$ cat config.mk
export PLATFORM = sky130hd
export DESIGN_NAME = wb_rf_arbiter
export DESIGN_NICKNAME = d
export VERILOG_FILES = /design/src/rtl/wb_rf_arbiter.sv
export SDC_FILE = /design/constraint.sdc
export NUM_CORES = 1
export LEC_CHECK = 0
export CORE_MARGIN = 1
export CORE_UTILIZATION = 41
export CTS_CLUSTER_DIAMETER = 100
export DETAILED_ROUTE_END_ITERATION = 12
export GPL_ROUTABILITY_DRIVEN = 0
export PLACE_DENSITY = 0.79
export RECOVER_POWER = 50
export SKIP_CTS_REPAIR_TIMING = 1
export SLEW_MARGIN = 30
export SYNTH_ARGS = -nofsm -noshare
export SYNTH_HDL_FRONTEND = slang
export SYNTH_SLANG_ARGS = --single-unit
$ cat constraint.sdc
create_clock -name clk -period 1.8 [get_ports clk]
set_clock_uncertainty 0.05 [all_clocks]
set_input_delay 0.18 -clock clk [delete_from_list [all_inputs] [get_ports clk]]
set_output_delay 0.18 -clock clk [all_outputs]
set_load 0.005 [all_outputs]
$ cat src/rtl/wb_rf_arbiter.sv
// Arbitrates the single RF write port between the in-order writeback stage and a one-entry
// buffer for late (multi-cycle unit) results, with a starvation limit that stalls writeback.
module wb_rf_arbiter #(
  parameter int unsigned STARVE_LIMIT = 4
) (
  input  logic        clk,
  input  logic        resetn,
  input  logic        ws_we,
  input  logic [4:0]  ws_dest,
  input  logic [31:0] ws_wdata,
  input  logic [31:0] ws_pc,
  output logic        ws_stall,
  input  logic        lu_valid,
  output logic        lu_ready,
  input  logic [4:0]  lu_dest,
  input  logic [31:0] lu_wdata,
  input  logic [31:0] lu_pc,
  input  logic        flush,
  output logic        pend_valid,
  output logic [4:0]  pend_dest,
  output logic        rf_we,
  output logic [4:0]  rf_waddr,
  output logic [31:0] rf_wdata,
  output logic [31:0] debug_wb_pc,
  output logic [3:0]  debug_wb_rf_we,
  output logic [4:0]  debug_wb_rf_wnum,
  output logic [31:0] debug_wb_rf_wdata
);

  localparam logic [3:0] Limit = STARVE_LIMIT[3:0];

  logic        buf_valid_q, buf_valid_d;
  logic [4:0]  buf_dest_q, buf_dest_d;
  logic [31:0] buf_wdata_q, buf_wdata_d;
  logic [31:0] buf_pc_q, buf_pc_d;
  logic [3:0]  starve_cnt_q, starve_cnt_d;
  logic        rf_we_q, rf_we_d;
  logic [4:0]  rf_waddr_q, rf_waddr_d;
  logic [31:0] rf_wdata_q, rf_wdata_d;
  logic [31:0] wb_pc_q, wb_pc_d;

  logic        force_drain;
  logic        ws_win;
  logic        drain;
  logic        supersede;
  logic        accept;

  // Stall depends on registered state only, never on ws_we.
  assign force_drain = buf_valid_q & (starve_cnt_q == Limit);
  assign ws_win      = ws_we & ~force_drain;
  assign drain       = ~ws_win & buf_valid_q;
  assign supersede   = ws_win & buf_valid_q & (ws_dest == buf_dest_q);
  assign accept      = lu_valid & ~buf_valid_q & ~flush;

  always_comb begin
    rf_we_d    = 1'b0;
    rf_waddr_d = 5'd0;
    rf_wdata_d = 32'd0;
    wb_pc_d    = 32'd0;
    if (ws_win) begin
      rf_we_d    = (ws_dest != 5'd0);
      rf_waddr_d = ws_dest;
      rf_wdata_d = ws_wdata;
      wb_pc_d    = ws_pc;
    end else if (buf_valid_q) begin
      rf_we_d    = (buf_dest_q != 5'd0);
      rf_waddr_d = buf_dest_q;
      rf_wdata_d = buf_wdata_q;
      wb_pc_d    = buf_pc_q;
    end
  end

  always_comb begin
    buf_valid_d  = buf_valid_q;
    buf_dest_d   = buf_dest_q;
    buf_wdata_d  = buf_wdata_q;
    buf_pc_d     = buf_pc_q;
    starve_cnt_d = starve_cnt_q;
    if (flush || drain || supersede) begin
      buf_valid_d = 1'b0;
    end else if (accept) begin
      buf_valid_d = 1'b1;
      buf_dest_d  = lu_dest;
      buf_wdata_d = lu_wdata;
      buf_pc_d    = lu_pc;
    end
    if (!buf_valid_q || flush || drain || supersede) begin
      starve_cnt_d = 4'd0;
    end else if (ws_win && starve_cnt_q != Limit) begin
      starve_cnt_d = starve_cnt_q + 4'd1;
    end
  end

  always_ff @(posedge clk) begin
    if (!resetn) begin
      buf_valid_q  <= 1'b0;
      buf_dest_q   <= 5'd0;
      buf_wdata_q  <= 32'd0;
      buf_pc_q     <= 32'd0;
      starve_cnt_q <= 4'd0;
      rf_we_q      <= 1'b0;
      rf_waddr_q   <= 5'd0;
      rf_wdata_q   <= 32'd0;
      wb_pc_q      <= 32'd0;
    end else begin
      buf_valid_q  <= buf_valid_d;
      buf_dest_q   <= buf_dest_d;
      buf_wdata_q  <= buf_wdata_d;
      buf_pc_q     <= buf_pc_d;
      starve_cnt_q <= starve_cnt_d;
      rf_we_q      <= rf_we_d;
      rf_waddr_q   <= rf_waddr_d;
      rf_wdata_q   <= rf_wdata_d;
      wb_pc_q      <= wb_pc_d;
    end
  end

  assign ws_stall          = force_drain;
  assign lu_ready          = ~buf_valid_q;
  assign pend_valid        = buf_valid_q;
  assign pend_dest         = buf_dest_q;
  assign rf_we             = rf_we_q;
  assign rf_waddr          = rf_waddr_q;
  assign rf_wdata          = rf_wdata_q;
  assign debug_wb_pc       = wb_pc_q;
  assign debug_wb_rf_we    = {4{rf_we_q}};
  assign debug_wb_rf_wnum  = rf_waddr_q;
  assign debug_wb_rf_wdata = rf_wdata_q;

endmodule

==> impl_metrics.yaml <==
outcome:
  status: "completed"
synth:
  yosysWarnings: 0
  synth-edff-count: 0
  avgSynthCellArea_sq_um: 9.22
  ys_top_cells_by_area: "dfxtp_1 (51%), nand2_1 (9.3%), a22oi_1 (9.1%)"
  synth-seq-area-share_pct: 50.7
  syn-cell-area_sq_um: 5690
  syn_nets: 762
  synthArstFlopShare_pct: 0
  yosysUniqueCellTypes: 32
  synth_area_leader_cell: "dfxtp_1"
  netlist.area_leader.share_pct: 50.7
  synth.most_common_cell: "dfxtp_1"
  netlist_top_cells_count: "dfxtp_1 (144), nand2_1 (141), a22oi_1 (69), nor2b_1 (69), a21boi_0 (59)"
  postSynthCellCount: 617
  ys.flop_type: "dfxtp_1"
  synth_seq_cells: 144
floorplanning:
  die-area_sq_um: 14300
  start_util_pct: 42.4
  core_area_sq_um: 13400
  die_y_um: 120
  fp-row-count: 42
  die_w_um: 120
  ios: 262
sta:
  finalCritPeriodShare_pct: 94.5
  setup-tns-final_ns: 0
  maxSlewViolCount: 0
  hold_viol_final: 0
  finalCriticalPeriod_ns: 1.70
  rsz0062_at_grt: "no"
  worstMarginPinSlew_ns: 0.378
  setup-violations-final: 0
  maxClockFrequency_mhz: 588
  maxSlewHeadroom_pct: 74.8
placement:
  io_buffers: 261
  dpl.hpwl_um: 11200
  postPlaceCellArea_sq_um: 8170
global_route:
  grt_antenna_before_repair: 1
  grt_pass1_wl_um: 24800
  grt_pass1_vias: 5027
  grt_max_degree: 75
  grtUsageTotal_pct: 22.5
  grt_overflow_total: 0
clocking:
  numCtsBuffers: 17
  cts.sinks: 144
  htreeDepth: 4
  clk_transition_reported_paths_ns: 0.05
  cts_tree: "done"
  root_buffer: "clkbuf_16"
  clockBufferDepth: 2
  clock_latency_ns: 0.42
final_layout:
  fin_nets: 969
  fin_area_sq_um: 8740
  drive_above_1_share_pct: 5.38
  syn2layout_area_growth_pct: 53.7
  antenna_cells: 0
  post-route-util_pct: 65.2
drt:
  drtAntennaViolNets: 0
  drt-wirelength-per-cell_um: 15.5
  wl_um: 15700
  dr_total_vias: 4999
  drc: 0
  viasPerCell: 4.94
  drtIter0Drc: 340
  first_pass_iters: 5
setup_path:
  r2r_end: "debug_wb_rf_wdata[19]"
  critPathLaunchType: "flip-flop"
  rrSetupSlack_ns: 0.15
  path_class: "reg -> out"
  cp.required_ns: 1.57
  worstPathArrival_ns: 1.47
  rr_worst_depth: 7
  crit_start: "pend_valid"
  path_max_fanout: 5
  end_kind: "output port"
  r2r-start: "starve_cnt_q[0]"
power:
  p_sw_share_pct: 21.5
  pwr-share-seq_pct: 43.7
  internal_power_uw: 6110
  p_per_area_nw_per_um2: 890
  switching_power_uw: 1670
  pwr-share-comb_pct: 12.3
  p_clk_share_pct: 44.0
  leakagePower_uw: 0.00332
  vdd_drop_max_uv: 549
worst_hold_path:
  holdPathEnd: "pend_valid"
  hold_path.class: "in -> reg"
  hold_depth: 3
  hp-start: "resetn"
run:
  drv_cap: 0
==> logic make-up (layout without fill, tap and decap cells) <==
group	after synthesis	in the layout	share of synthesized area (%)
AND/OR/NAND/NOR	226	226	18.6
AO/OA/AOI/OAI	148	148	19.4
flip-flops	144	144	50.7
buffers and inverters	92	311	10.1
XOR/XNOR	5	5	0.770
adder cells (fa/ha/maj)	2	2	0.440
==> registers in the layout (all words and copies together), names as in the netlist <==
| signal | cells |
|---|---|
| buf_pc_q | 32 |
| debug_wb_rf_wdata | 32 |
| debug_wb_pc | 32 |
| pend_valid | 1 |
| starve_cnt_q | 4 |
| pend_dest | 5 |
| rf_we | 1 |
| buf_wdata_q | 32 |
| debug_wb_rf_wnum | 5 |
==> routing by layer <==
metal / routed length (um) / share of wire [%] / GRT usage (%)
met5: 13 / 0.083 / 0
met1: 5970 / 38 / 23.6
met4: 481 / 3.1 / 11.3
met3: 1290 / 8.2 / 7.75
met2: 7900 / 50 / 39.8
==> layout make-up <==
| cell class | count | area (sq um) |
|---|---|---|
| clock buffer | 25 | 495 |
| clock inverter | 6 | 80.1 |
| fill | 1069 | 4660 |
| inverter | 7 | 26.3 |
| multi-input combinational | 381 | 2240 |
| sequential | 144 | 2880 |
| tap | 176 | 220 |
| timing repair buffer | 273 | 2800 |
==> stage by stage <==
| stage | hold WS, ns | power (uW) | setup slack (ns) | cells |
|---|---|---|---|---|
| floorplan | 0.265 | 3850 | 0.304 | 617 |
| global placement | 0.390 | 4430 | 0.132 | 981 |
| detailed placement | 0.399 | 4460 | 0.0443 | 981 |
| CTS | 0.115 | 7890 | -0.234 | 1012 |
| global route | 0.155 | 8100 | 0.0167 | 1012 |
| finish | 0.141 | 7780 | 0.0986 | 1012 |
==> worst max path at each step <==
stage                           end  slack (ns)  cells after the start
floorplan            debug_wb_pc[0]        0.30                      8
global placement     debug_wb_pc[8]        0.13                      5
detailed placement  debug_wb_pc[13]        0.04                      5
CTS                        ws_stall       -0.23                      5
global route               lu_ready        0.02                      2
finish                     lu_ready         0.1                      2
==> worst max-delay path: stages, from the launching register on <==
cell             delay (ns)
dfxtp_1                0.34
inv_1                  0.15
clkdlybuf4s50_1        0.57
==> placed cells by master, fill, tap and decap left out, drive strengths merged, types with 4 or more instances in the layout <==
cell type	instances
nand2	141
inv	7
dlygate4sd3	61
a21oi	5
nor2b	69
clkinv	4
dfxtp	144
clkdlybuf4s50	198
buf	12
a21boi	70
xnor2	5
a22oi	69
clkbuf	26
==> power by group through the flow <==
stage | logic (uW) | registers, uW | clock network [uW]
finish | 957 | 3400 | 3430
global route | 1040 | 3410 | 3650
CTS | 992 | 3400 | 3490
detailed placement | 988 | 3470 | 0
global placement | 969 | 3460 | 0
floorplan | 390 | 3460 | 0
Power figures use the tool's default switching activity.
